### src/rtl/adc_burst_decoder.sv
// adc_burst_decoder: decodes packed ADC words into a buffered sample stream plus per-burst summaries
module adc_burst_decoder #(
   parameter int MAX_BURST_LEN = 65536
) (
   input  logic        aclk,
   input  logic        areset,
   input  logic [31:0] s_axis_tdata,
   input  logic        s_axis_tvalid,
   output logic        s_axis_tready,
   input  logic        s_axis_tlast,
   output logic        m_sample_tvalid,
   input  logic        m_sample_tready,
   output logic [15:0] m_sample_a,
   output logic [15:0] m_sample_b,
   output logic        m_sample_detrig,
   output logic        m_sample_last,
   output logic        m_burst_valid,
   input  logic        m_burst_ready,
   output logic [31:0] m_burst_len,
   output logic [15:0] m_burst_peak,
   output logic [15:0] m_burst_detrig_cnt,
   output logic [3:0]  m_burst_err,
   input  logic        clear_stats,
   output logic [15:0] burst_count,
   output logic [15:0] error_count
);
   typedef enum logic [1:0] {IDLE, IN_BURST, SUMMARY} state_t;
   state_t      r_state, w_next;
   logic [33:0] r_mem [2];
   logic        r_wr_ptr, r_rd_ptr;
   logic [1:0]  r_cnt;
   logic [31:0] r_len;
   logic [15:0] r_peak, r_dcnt, r_burst_count, r_error_count;
   logic [3:0]  r_err;
   logic [1:0]  w_tag;
   logic [15:0] w_a, w_b, w_abs_a, w_abs_b, w_mag, w_peak_nx, w_dcnt_nx;
   logic [31:0] w_len_nx;
   logic [3:0]  w_err_nx;
   logic        w_push, w_pop, w_first, w_marker, w_det, w_at_max, w_close, w_bhs;

   assign w_tag    = s_axis_tdata[31:30];
   assign w_a      = {s_axis_tdata[29], s_axis_tdata[29:15]};
   assign w_b      = {s_axis_tdata[14], s_axis_tdata[14:0]};
   // magnitudes of 15-bit values never exceed 16384, so the 16-bit unsigned sum cannot overflow
   assign w_abs_a  = w_a[15] ? 16'(-w_a) : w_a;
   assign w_abs_b  = w_b[15] ? 16'(-w_b) : w_b;
   assign w_mag    = w_abs_a + w_abs_b;
   assign w_marker = w_tag == 2'b11;
   assign w_det    = w_tag == 2'b10;

   // ready depends only on registered state; reset gates it low while the registers are held clear
   assign s_axis_tready   = !areset && r_cnt != 2'd2 && r_state != SUMMARY;
   assign w_push          = s_axis_tvalid & s_axis_tready;
   assign m_sample_tvalid = r_cnt != 2'd0;
   assign w_pop           = m_sample_tvalid & m_sample_tready;
   assign {m_sample_last, m_sample_detrig, m_sample_a, m_sample_b} = r_mem[r_rd_ptr];

   assign w_first   = r_state == IDLE;
   assign w_len_nx  = w_first ? 32'd1 : r_len + 32'd1;
   assign w_at_max  = w_len_nx >= 32'(MAX_BURST_LEN);
   assign w_close   = s_axis_tlast | w_marker | w_at_max;
   assign w_peak_nx = (w_first || w_mag > r_peak) ? w_mag : r_peak;
   assign w_dcnt_nx = w_first ? {15'd0, w_det} : (&r_dcnt ? r_dcnt : r_dcnt + {15'd0, w_det});
   assign w_err_nx  = (w_first ? 4'd0 : r_err) |
                      {w_tag == 2'b01, w_at_max & ~s_axis_tlast & ~w_marker,
                       s_axis_tlast & ~w_marker, w_marker & ~s_axis_tlast};
   assign w_bhs     = r_state == SUMMARY && m_burst_ready;

   assign m_burst_valid      = r_state == SUMMARY;
   assign m_burst_len        = r_len;
   assign m_burst_peak       = r_peak;
   assign m_burst_detrig_cnt = r_dcnt;
   assign m_burst_err        = r_err;
   assign burst_count        = r_burst_count;
   assign error_count        = r_error_count;

   // burst state register
   always_ff @(posedge aclk or posedge areset) begin
      if (areset) r_state <= IDLE;
      else        r_state <= w_next;
   end

   // next state: summary waits for its handshake, otherwise each accepted word opens or closes a burst
   always_comb begin
      w_next = r_state;
      if (r_state == SUMMARY) w_next = m_burst_ready ? IDLE : SUMMARY;
      else if (w_push)        w_next = w_close ? SUMMARY : IN_BURST;
   end

   // two-entry sample FIFO; the closing word carries the last flag
   always_ff @(posedge aclk or posedge areset) begin
      if (areset) begin
         r_mem[0] <= '0;
         r_mem[1] <= '0;
         r_wr_ptr <= 1'b0;
         r_rd_ptr <= 1'b0;
         r_cnt    <= 2'd0;
      end else begin
         if (w_push) begin
            r_mem[r_wr_ptr] <= {w_close, w_tag[1], w_a, w_b};
            r_wr_ptr        <= ~r_wr_ptr;
         end
         if (w_pop) r_rd_ptr <= ~r_rd_ptr;
         r_cnt <= r_cnt + {1'b0, w_push} - {1'b0, w_pop};
      end
   end

   // burst accumulators, frozen while the summary is presented
   always_ff @(posedge aclk or posedge areset) begin
      if (areset) begin
         r_len  <= '0;
         r_peak <= '0;
         r_dcnt <= '0;
         r_err  <= '0;
      end else if (w_push) begin
         r_len  <= w_len_nx;
         r_peak <= w_peak_nx;
         r_dcnt <= w_dcnt_nx;
         r_err  <= w_err_nx;
      end
   end

   // closed-burst statistics; clear wins over a coincident handshake
   always_ff @(posedge aclk or posedge areset) begin
      if (areset) begin
         r_burst_count <= '0;
         r_error_count <= '0;
      end else if (clear_stats) begin
         r_burst_count <= '0;
         r_error_count <= '0;
      end else if (w_bhs) begin
         r_burst_count <= r_burst_count + 16'd1;
         r_error_count <= r_error_count + {15'd0, |r_err};
      end
   end
endmodule
### config.mk
export PLATFORM = sky130hd
export DESIGN_NAME = adc_burst_decoder
export DESIGN_NICKNAME = d
export VERILOG_FILES = /design/src/rtl/adc_burst_decoder.sv
export SDC_FILE = /design/constraint.sdc
export NUM_CORES = 1
export LEC_CHECK = 0
export CORE_UTILIZATION = 64
export DETAILED_ROUTE_END_ITERATION = 8
export DONT_BUFFER_PORTS = 1
export GPL_ROUTABILITY_DRIVEN = 0
export PLACE_DENSITY = 0.78
export SYNTH_ARGS = -nofsm -noshare
export SYNTH_HDL_FRONTEND = slang
export SYNTH_SLANG_ARGS = --single-unit
### constraint.sdc
create_clock -name aclk -period 7.4 [get_ports aclk]
set_input_delay 1.11 -clock aclk [delete_from_list [all_inputs] [get_ports aclk]]
set_output_delay 1.11 -clock aclk [all_outputs]
set_load 0.01 [all_outputs]
---- Word-level counts from Yosys, hierarchy flattened ----
Index checks and enable logic that the tools add are counted.
word-level totals
  flip-flop bits (word level) ............. 174
  input port bits ......................... 39
  output and inout port bits .............. 137
  word-level logic and storage cells ...... 82
operators by class
  add/sub/neg operators ................... 9
  magnitude comparators ................... 5
  equal/unequal tests ..................... 7
  multiplexer cells ....................... 20
  bitwise operators ....................... 15
  reduce and logical (&&, ||, !) cells .... 14
operators with widths
  operator                                                              number
  two-way mux 34 bit                                                    4
  two-way mux 16 bit                                                    8
  bitwise mux 68 bit                                                    1
  demux 34 bit (select 1 bit)                                           1
  adder 16 x 1 -> 16 bit                                                2
  adder 32 x 1 -> 32 bit (second input constant)                        1
  greater-or-equal comparator 32 x 17 -> 1 bit (second input constant)  1
  two-way mux 32 bit                                                    1
  negator 16 bit                                                        2
  adder 16 x 1 -> 16 bit (second input constant)                        1
  adder 16 bit                                                          1
  greater-than comparator 16 bit                                        1
  AND reduction 16 bit                                                  1
  two-way mux 2 bit                                                     4
  bitwise AND 1 bit                                                     6
  equality test 2 bit (second input constant)                           3
  != test 2 bit (second input constant)                                 3
  nonzero test 2 bit                                                    3
  greater-or-equal comparator 2 bit (second input constant)             2
  logical AND 1 bit                                                     4
  two-way mux 4 bit                                                     1
  inverter 1 bit                                                        4
  inverter 1 -> 2 bit                                                   2
  OR 4 bit                                                              1
  10 further kinds                                                      12

---- Logic depth before layout (Yosys ltp) ----
Gate-level depths: netlist (run 1).
  depth in word-level cells ............... 7
  mapped depth ............................ 22

---- Worst setup path after synthesis (run 1) ----
OpenSTA, ideal clock, no wires.
  kind .................................... input port to flip-flop
  start ................................... input port s_axis_tdata[16]
  end ..................................... register r_peak[0] (netlist: m_burst_peak[0])
  setup time .............................. 125 ps
  arrival ................................. 5209 ps
  path slack .............................. 2067 ps
  cell stages on the path ................. 20
  path buffers ............................ 1
  cells stage by stage .................... inv_1 > ha_1 > nand2b_1 > or4_1 > o31ai_1 > xnor2_1 > ha_1 > and3_1 > a21oi_1 > a31oi_1 > o311a_1 > o21ai_0 > nand2_1 > ha_1 > nand4_1 > nor2_1 > o21a_1 > o31ai_2 > buf_2 > mux2_2
between the ends
  cells in the longest elaborated chain, start to end .. 6
RTL lines
  item                                      RTL line  RTL
  start, declared                           7         input logic [31:0] s_axis_tdata,
  negator 16 bit                            45        assign w_abs_a = w_a[15] ? 16'(-w_a) : w_a;
  two-way mux 16 bit (*)                    45
  adder 16 bit (*)                          47        assign w_mag = w_abs_a + w_abs_b;
  net w_mag[15]                             36        logic [15:0] w_a, w_b, w_abs_a, w_abs_b, w_mag, w_peak_nx, w_dcnt_nx;
  greater-than comparator 16 bit (*)        62        assign w_peak_nx = (w_first || w_mag > r_peak) ? w_mag : r_peak;
  logical OR 1 bit (*)                      62
  AND reduction 2 bit (no source line) (*)  n/a
  end signal, assigned                      117       r_peak <= w_peak_nx;
  end, declared                             33        logic [15:0] r_peak, r_dcnt, r_burst_count, r_error_count;
Mark *: on every way through the listed nets, which the timed path passes. The rest lies on a longest branch.
A chain may end at the register's enable or synchronous reset.

---- Worst setup path in the final report (run 1) ----
  start ................................... input port s_axis_tdata[2]
  end ..................................... register r_peak[7] (netlist: m_burst_peak[7])
between the ends
  cells in the longest elaborated chain, start to end .. 6
RTL lines
  item                                      RTL line  RTL
  negator 16 bit                            46        assign w_abs_b = w_b[15] ? 16'(-w_b) : w_b;
  two-way mux 16 bit (*)                    46
  adder 16 bit (*)                          47
  net w_mag[15]                             36
  greater-than comparator 16 bit (*)        62
  logical OR 1 bit (*)                      62
  AND reduction 2 bit (no source line) (*)  n/a
Marked as above.

==> impl_results.md, run 1 <==
* Core Region at 14700 um2
* Worst hold path type: flop to flop
* Max_cap viols at 0
* Initial Utilization at 0.665
* Leading register cell type out of synthesis: dfrtp_1
* Reg2Reg Depth at 9
* Post-CTS Setup Inserts at 0
* GRT overflow at 0
* DRT iter0 DRCs at 497
* FF+latch area at 4250 um2
* DRT antenna net count at 0
* Fmax at 187 MHz
* DRC Markers at 13
* Final WL at 22.1 mm
* H-tree depth at 4
* Number of global-route vias before repair at 6849
* RSZ-0062 raised after global routing: no
* Width of the die at 126 um
* Syn-to-layout area delta at 6.51%
* Violated checks: DRC
* Largest net degree at the start of global routing at 104
* CTS max path bufs at 2
* Fraction of layout cells with a size suffix above 1 at 0.169
* TritonCTS buffer count at 17
* CTS tree: yes
* Post-synth top area share at 0.435
* Max FO, Critical Path at 11
* Hold Buf Count CTS at 0
* Finished Layout Cells at 1159
* Global-route wire length before repair at 35.7 mm
* FFs w/ async S/R, synth at 1.00
* Pwr/cell area at 337 nW/um2
* P_leak at 4.45 nW
* Top cells by area, synth: dfrtp_1, mux2_2, ha_1, xnor2_1, o21ai_0
* Port bufs at 0
* Multi-input logic area at 5190 um2
* Hold endpoint: r_mem[0]$_DFFE_PP0P_
* Root buf cell: clkbuf_16
* CP endpoint kind: flop
* Setup TNS at 0 ns
* Setup CP Type: input pin to flop
* EDFF count, synth at 0
* Internal power at 0.00221 W
* Arr. time, crit path at 5.65 ns
* First-pass DRT Iterations at 8
* Max IR drop VDD at 256 uV
* NetSw at 0.00130 W
* Filler cells at 1076
* Reg clk slew, reported paths at 0.07 ns
* # IOs at 176
* Clk_lat worst skew at 0.43 ns
* Die area at 15800 um2
* Sequential fraction of design power at 0.414
* All-Layer GR Usage at 0.287
* Vias at 7295
* R2r startpoint: r_state[1]$_DFFE_PP0P_
* Final Hold Vio Count at 0
* Flop2flop setup slack at 3.82 ns
* Detailed placement HPWL at 15.9 mm
* Clock Power Share at 0.234
* Final Setup Violations at 0
* Hold Crit Depth at 2
* Vias/cell at 6.29
* Yosys warns at 0
* Fin Clk Skew at 0.00994 ns
* Outcome: finished with violations
* Sw Ratio at 0.369
* Top-count cell post-synth: dfrtp_1
* Avg WL per Cell at 19.0 um
* Comb pwr share at 0.352
* Max Slew Vio Count at 0
* Diodes inserted at 0
* Area leader, netlist: dfrtp_1
* Worst slew margin at 0.386
* R2r endpoint: m_burst_detrig_cnt[14]$_DFFE_PP0P_
* Gate count after technology mapping at 980
* CP Launch Type: input pin
* Fin crit share at 0.721
* Data required, critical path at 7.71 ns
* Synthesized area at 9780 um2
* CTS sink cnt at 170
* FF+latch count, synth at 170
* Minimum clock period at 5.34 ns
* Placed Cells at 1127
* NumNets Final at 1043
* Post-cts repair resize count at 0
* Worst Tran Pin Value at 0.920 ns
* Sequential cell area fraction in the yosys report at 0.435
* Synth cell types at 71
* Post-Syn Nets at 1061
* Initial antenna violation count at 0
* Height of the die at 126 um
* Syn Area/Cell at 9.98 um2
* Synth cell count leaders: dfrtp_1, mux2_2, o21ai_0, nand2_1, nor2_1
* Cell Rows at 44
* Hold Crit Start: r_mem[0]$_DFFE_PP0P_
-- registers in the layout (all words and copies together), names as in the netlist --
signal and flops:
m_burst_detrig_cnt 16, burst_count 16, r_state 2, m_burst_err 4
m_burst_peak 16, r_cnt 2, r_wr_ptr 1, m_burst_len 32
error_count 16, r_mem 64, r_rd_ptr 1
-- power groups by stage --
stage               Sequential, W  Clock (W)  Combinational [W]
detailed placement        0.00147          0            0.00123
global placement          0.00145          0            0.00120
CTS                       0.00145   0.000839            0.00124
finish                    0.00145   0.000821            0.00123
floorplan                 0.00137          0            0.00104
global route              0.00148   0.000876            0.00135
-- critical path, stage by stage --
cell,delay [ns]
nor3_1,0.28
nand3_1,0.14
or3_1,0.38
o31ai_1,0.27
xnor2_1,0.16
ha_1,0.29
and3_1,0.16
a21oi_1,0.26
a31oi_1,0.18
o311a_1,0.33
o21ai_0,0.25
nand2_1,0.09
ha_1,0.29
nand4_1,0.09
nor2_1,0.07
o21a_1,0.12
o31ai_2,0.51
buf_4,0.30
mux2_2,0.36
-- layer usage --
layer / GRT usage / vias to the layer above / share of wire
li1: - / 3474 / -
met1: 0.372 / 3488 / 0.42
met2: 0.452 / 303 / 0.47
met3: 0.0911 / 30 / 0.092
met4: 0.107 / 0 / 0.017
met5: 0 / - / 0
-- placed cells by master, fill, tap and decap left out, types with 27 or more instances in the layout --
| cell type | instances |
|---|---|
| o21ai_0 | 82 |
| nand3_1 | 32 |
| xnor2_1 | 47 |
| nor2_1 | 69 |
| a21oi_1 | 39 |
| ha_1 | 41 |
| nand2_1 | 81 |
| nand4_1 | 29 |
| dfrtp_1 | 170 |
| xor2_1 | 27 |
| inv_1 | 35 |
| mux2_2 | 104 |
-- stage by stage --
stage	hold WS, ns	worst slack, ns	util	total power (W)	cell area (um2)
floorplan	0.444	1.69	-	0.00242	9780
global placement	0.467	1.79	0.671	0.00265	9870
detailed placement	0.468	1.64	0.671	0.00270	9870
CTS	0.483	2.08	0.708	0.00353	10400
global route	0.499	1.74	0.708	0.00371	10400
finish	0.481	2.06	0.708	0.00351	10400
-- final cells by class --
| class | count | area share |
|---|---|---|
| well taps | 184 | 0.0221 |
| clock buffers | 17 | 0.0409 |
| multi-input cells | 730 | 0.499 |
| repair buffers | 6 | 0.00433 |
| inverters | 37 | 0.0138 |
| flip-flops and latches | 170 | 0.409 |
| clock inverters | 15 | 0.0115 |
-- worst max-delay path by stage --
stage	from	end	slack (ns)	depth (start not counted)
2_1_floorplan	areset	burst_count[0]$_DFFE_PP0P_	1.69	1
3_3_place_gp	s_axis_tdata[2]	m_burst_peak[9]$_DFFE_PP0P_	1.79	20
3_5_place_dp	s_axis_tdata[2]	m_burst_peak[7]$_DFFE_PP0P_	1.64	19
4_1_cts	s_axis_tdata[2]	m_burst_peak[14]$_DFFE_PP0P_	2.08	19
5_1_grt	s_axis_tdata[16]	m_burst_peak[14]$_DFFE_PP0P_	1.74	20
6_report	s_axis_tdata[2]	m_burst_peak[7]$_DFFE_PP0P_	2.06	19
-- cells by family after synthesis --
kind of cell / synth area share
fa+ha+maj: 0.0545
flops: 0.435
xor+xnor: 0.0663
buf+inv: 0.0340
compound gates: 0.120
mux: 0.126
simple gates: 0.164
Power figures use the tool's default switching activity.
==> run 2: changes to the inputs <==
- ABC_AREA: not set -> 1
- CORE_UTILIZATION: 64 -> 58
- PLACE_DENSITY: 0.78 -> 0.74
- clock period: 7.4 -> 4.28 ns (I/O delays scaled with it)
==> run 2 against run 1 <==
Via count increased by 21%. Total power increased by 73%. Cell count rose by 38%. Clock power up 100%. Worst hold slack got worse by 0.26 ns. Sequential power up 70%. Combinational power up 62%. The run now ends clean. Largest power group unchanged. Clock skew up 0.0029 ns. Synthesized area rose by 4.7%.
==> impl_results.md, run 2 <==
* CTS sink cnt at 170
* Max stage delay on crit path at 0.32 ns
* Max FFs per register at 64
* Detailed placement HPWL at 18.5 mm
* Setup TNS at 0 ns
* Diodes inserted at 0
* Post-CTS Setup Inserts at 0
* Flop2flop setup slack at 1.63 ns
* Filler cells at 1520
* EDFF count, synth at 0
* Outcome: complete, no violations
* H-tree depth at 4
* Leading register cell type out of synthesis: dfrtp_1
* Post-Syn Nets at 1445
* Minimum clock period at 3.98 ns
* RSZ-0062 raised after global routing: no
* Leading cell type in the layout, fill and taps excluded: nand2_1
* Number of global-route vias before repair at 8416
* Finished Layout Cells at 1602
* Initial antenna violation count at 0
* Max_cap viols at 0
* Reg clk slew, reported paths at 0.08 ns
* CTS max path bufs at 2
* Syn Area/Cell at 7.50 um2
* Top-count cell post-synth: nand2_1
* NumNets Final at 1445
* DRT iter0 DRCs at 614
* Die area at 18200 um2
* Final WL at 24.9 mm
* DRC Markers at 0
* Hold Buf Count CTS at 0
* Core Region at 17200 um2
* Hold_ws at 0.223 ns
* TritonCTS buffer count at 17
* Max FO, Critical Path at 15
* P_leak at 5.29 nW
* Setup CP Type: input pin to flop
* Syn-to-layout area delta at 8.74%
* Reg with most FFs: r_mem
* Worst path slowest cell: xor2_1
* R2r startpoint: r_state[1]$_DFFE_PP0P_
* Worst hold path type: input pin to async pin
* Vias at 8845
* Gate count after technology mapping at 1364
* FF+latch count, synth at 170
* Post-synth top area share at 0.416
* Synth cell count leaders: nand2_1, dfrtp_1, inv_1, o21ai_0, nor2_1
* DRT antenna net count at 0
* Max Slew Vio Count at 0
* Worst Tran Pin Value at 0.954 ns
* Post-cts repair resize count at 0
* Arr. time, crit path at 4.32 ns
* Avg WL per Cell at 15.6 um
* Synth cell types at 45
* Cell Rows at 48
* Clk_lat worst skew at 0.44 ns
* Reg2Reg Depth at 9
* CTS tree: yes
* Pwr/cell area at 546 nW/um2
* Largest net degree at the start of global routing at 63
* Initial Utilization at 0.594
* Data required, critical path at 4.62 ns
* Width of the die at 135 um
* CP Launch Type: input pin
* Sequential cell area fraction in the yosys report at 0.416
* All-Layer GR Usage at 0.288
* CP endpoint kind: flop
* Top cells by area, synth: dfrtp_1, nand2_1, o21ai_0, inv_1, ha_1
* Fin Clk Skew at 0.0128 ns
* Fin crit share at 0.930
* Yosys warns at 0
* Placed Cells at 1570
* Worst slew margin at 0.363
* Fraction of layout cells with a size suffix above 1 at 0.0879
* Most frequent cells in the layout: nand2_1, dfrtp_1, inv_1
* Vias/cell at 5.52
* Synthesized area at 10200 um2
* Root buf cell: clkbuf_16
* GRT overflow at 0
* # IOs at 176
* Max IR drop VDD at 401 uV
* Port bufs at 0
* Crit-path most repeated cell: a21oi_1
* First-pass DRT Iterations at 8
* FFs w/ async S/R, synth at 1.00
* Height of the die at 135 um
* Final Setup Violations at 0
* Fmax at 251 MHz
* R2r endpoint: m_burst_detrig_cnt[11]$_DFFE_PP0P_
* Critical-path cell list: inv_1 -> ha_1 -> inv_1 -> nor2_1 -> a21oi_1 -> xor2_1 -> ha_1 -> a21oi_1 -> a21boi_0 -> o21ai_0 -> a21oi_1 -> xor2_1 -> ha_1 -> a21oi_1 -> o21ai_0 -> nand2_1 -> o211ai_1 -> o21ai_0 -> nand2_1 -> buf_4 -> o21a_1
* Area leader, netlist: dfrtp_1
* Final Hold Vio Count at 0
* Global-route wire length before repair at 41.2 mm
run 2: layout make-up:
class | count | area, um2 | share of cell area
repair buffers | 22 | 178 | 0.0160
clock inverters | 15 | 194 | 0.0174
well taps | 225 | 282 | 0.0253
inverters | 165 | 623 | 0.0560
clock buffers | 17 | 425 | 0.0382
flip-flops and latches | 170 | 4250 | 0.382
multi-input cells | 988 | 5170 | 0.465
run 2: kinds of logic (layout without fill, tap and decap cells):
group	after synthesis	in the layout	synth area share
compound gates	250	250	0.134
xor+xnor	48	48	0.0411
fa+ha+maj	42	42	0.0521
buf+inv	206	219	0.0804
flops	170	170	0.416
simple gates	648	648	0.277
run 2: worst max-delay path: cells and delay by family:
kind            cells  cell delay, ns
simple gates        3            0.23
buf+inv             3            0.33
fa+ha+maj           3            0.82
xor+xnor            2            0.58
compound gates     10            1.71
run 2: per-layer routing:
| metal | vias up | global-route usage | routed length, um |
|---|---|---|---|
| li1 | 4412 | - | - |
| met1 | 4132 | 0.379 | 10900 |
| met2 | 266 | 0.459 | 11500 |
| met3 | 35 | 0.0758 | 2040 |
| met4 | 0 | 0.102 | 481 |
| met5 | - | 0 | 0 |
run 2: worst max path at each step:
stage	slack (ns)	end	from
global route	0.006	m_burst_peak[3]$_DFFE_PP0P_	s_axis_tdata[15]
finish	0.30	m_burst_peak[0]$_DFFE_PP0P_	s_axis_tdata[15]
CTS	0.40	m_burst_peak[0]$_DFFE_PP0P_	s_axis_tdata[15]
detailed placement	-0.08	m_burst_peak[0]$_DFFE_PP0P_	s_axis_tdata[15]
floorplan	0.30	m_burst_peak[0]$_DFFE_PP0P_	s_axis_tdata[16]
global placement	0.005	m_burst_peak[0]$_DFFE_PP0P_	s_axis_tdata[15]
run 2: report_power, final:
group	internal (W)	switching (W)	total, W
logic	0.000641	0.00135	0.00199
registers	0.00205	0.000409	0.00246
clock network	0.000895	0.000741	0.00164
total	0.00358	0.00250	0.00608
run 2: through the flow:
step	setup slack (ns)	utilization	instance area [um2]	power [W]
floorplan	0.296	-	10200	0.00397
finish	0.300	0.646	11100	0.00608
CTS	0.399	0.645	11100	0.00613
global placement	0.00524	0.609	10500	0.00442
global route	0.00640	0.646	11100	0.00654
detailed placement	-0.0805	0.609	10500	0.00448
==> run 3: changes to the inputs <==
- CORE_UTILIZATION: 58 -> 60
- CTS_BUF_LIST: not set -> sky130_fd_sc_hd__clkbuf_4
- PLACE_DENSITY: 0.74 -> 0.76
==> run 3 against run 2 <==
Via count shrank 1.1%. Maximum frequency increased by 5.4%. Die area down 3.3%. Clock skew increased by 0.0067 ns. Critical path type unchanged. Non-clock buffer count fell by 2. Total power decreased by 12%. Sequential power hardly changed. Global-route usage shrank 0.31 points. Worst hold slack worse by 0.12 ns. Clock power shrank 44%.
==> impl_results.md, run 3 (synthesis gave the netlist of run 2 again) <==
* Outcome: complete, no violations
* Vias/cell at 5.49
* Leading cell type in the layout, fill and taps excluded: nand2_1
* CTS sink cnt at 170
* DRC Markers at 0
* First-pass DRT Iterations at 9
* Initial antenna violation count at 0
* Cell Rows at 47
* Arr. time, crit path at 4.28 ns
* Die area at 17600 um2
* Width of the die at 133 um
* All-Layer GR Usage at 0.285
* Final WL at 24.4 mm
* R2r endpoint: m_burst_detrig_cnt[7]$_DFFE_PP0P_
* Fmax at 265 MHz
* Max Used Layer: met4
* Fin crit share at 0.882
* CTS tree: yes
* Syn-to-layout area delta at 5.07%
* CP Capture Point: m_burst_peak[0]$_DFFE_PP0P_
* Core Region at 16600 um2
* Minimum clock period at 3.77 ns
* P_leak at 5.12 nW
* Most frequent cells in the layout: nand2_1, dfrtp_1, inv_1
* Worst slew margin at 0.385
* Avg WL per Cell at 15.3 um
* Pwr/cell area at 498 nW/um2
* Port bufs at 0
* # IOs at 176
* Worst hold path type: input pin to async pin
* Reg clk slew, reported paths at 0.16 ns
* Final Hold Vio Count at 0
* Clk_lat worst skew at 0.59 ns
* Met3 wire len at 2.07 mm
* CTS max path bufs at 2
* R2r startpoint: r_state[1]$_DFFE_PP0P_
* Setup CP Type: input pin to flop
* Detailed placement HPWL at 18.3 mm
* Max_cap viols at 0
* RSZ-0062 raised after global routing: no
* DRT antenna net count at 0
* Number of global-route vias before repair at 8086
* Setup TNS at 0 ns
* Wl on met1 at 10.6 mm
* Reg with most FFs: r_mem
* Diodes inserted at 0
* Max Slew Vio Count at 0
* Max FO, Critical Path at 11
* CP endpoint kind: flop
* Max IR drop VDD at 342 uV
* Max FFs per register at 64
* Height of the die at 133 um
* Initial Utilization at 0.615
* Global-route wire length before repair at 39.9 mm
* Power, Total at 0.00535 W
* Pre-CTS setup slack at -0.0923 ns
* Final Setup Violations at 0
* NumNets Final at 1443
* Post-CTS Setup Inserts at 0
* Reg2Reg Depth at 11
* Final Util at 0.646
* Vias at 8749
* Data required, critical path at 4.79 ns
* Placed Cells at 1563
* H-tree depth at 4
* Root buf cell: clkbuf_4
* Wire length on met2 at 11.3 mm
* Fin Clk Skew at 0.0195 ns
* Setup ws final at 0.506 ns
* GRT overflow at 0
* Crit path from: s_axis_tdata[1]
* Largest net degree at the start of global routing at 122
* Finished Layout Cells at 1595
* DRT iter0 DRCs at 539
* TritonCTS buffer count at 17
* CP Launch Type: input pin
* Fraction of layout cells with a size suffix above 1 at 0.0851
* Flop2flop setup slack at 1.62 ns
* Worst Tran Pin Value at 0.921 ns
[run 3: cell types whose count changed in the layout (fill, tap and decap cells not counted), sizes merged]
cell	delta
clkinvlp	+3
inv	+1
clkinv	-2
buf	-2
bufinv	-2
[run 3: stage by stage]
step	cell area (um2)	hold WS (ns)
floorplan	10200	0.442
global placement	10500	0.459
detailed placement	10500	0.465
CTS	10700	0.0533
global route	10800	0.0487
finish	10800	0.106
[run 3: routing by layer]
metal / GRT usage / vias up
li1: - / 4411
met1: 0.370 / 4054
met2: 0.452 / 254
met3: 0.103 / 30
met4: 0.0741 / 0
met5: 0 / -
[run 3: where the power goes]
part           total [W]  leakage [nW]  switching [W]  internal (W)
sequential       0.00243          2.23       0.000382       0.00204
combinational    0.00201          2.74        0.00137      0.000640
clock           0.000916         0.143       0.000653      0.000263
total            0.00535          5.12        0.00241       0.00295
[run 3: timing repair]
item	CTS	global route
hold buffers	0	0
endpoints found under the setup margin	0	4
resized for setup	0	1
endpoints found under the hold margin	0	0
[run 3: area by class of cell]
type / count / area (um2)
Fill cell: 1498 / 5890
Multi-Input combinational cell: 988 / 5160
Sequential cell: 170 / 4250
Inverter: 165 / 623
Tap cell: 220 / 275
Timing Repair Buffer: 20 / 163
Clock inverter: 15 / 148
Clock buffer: 17 / 128
[run 3: worst min-delay path by stage]
stage                                startpoint                           endpoint  cells after the start
after floorplan            r_mem[3]$_DFFE_PP0P_               r_mem[3]$_DFFE_PP0P_                      2
after global placement     r_mem[3]$_DFFE_PP0P_               r_mem[3]$_DFFE_PP0P_                      2
after detailed placement  r_mem[33]$_DFFE_PP0P_              r_mem[33]$_DFFE_PP0P_                      2
after CTS                           clear_stats         burst_count[7]$_DFFE_PP0P_                      1
after global routing                clear_stats         burst_count[7]$_DFFE_PP0P_                      1
final                                    areset  m_burst_detrig_cnt[5]$_DFFE_PP0P_                      2
[run 3: worst max-delay path: stages]
cell      delay, ns
inv_1          0.05
ha_1           0.14
inv_1          0.05
nor3_1         0.19
nand3_1        0.15
nor3_1         0.30
a21oi_1        0.13
xor2_1         0.16
ha_1           0.31
inv_1          0.09
o21bai_1       0.06
nor2_1         0.10
nand3_1        0.11
nand2_1        0.07
nand2_1        0.07
xor2_1         0.18
ha_1           0.31
nand2_1        0.05
nor2_1         0.12
nand4_1        0.13
nor2_1         0.13
nor2_1         0.05
o21ai_0        0.15
nand2_1        0.14
buf_4          0.20
o21a_1         0.17
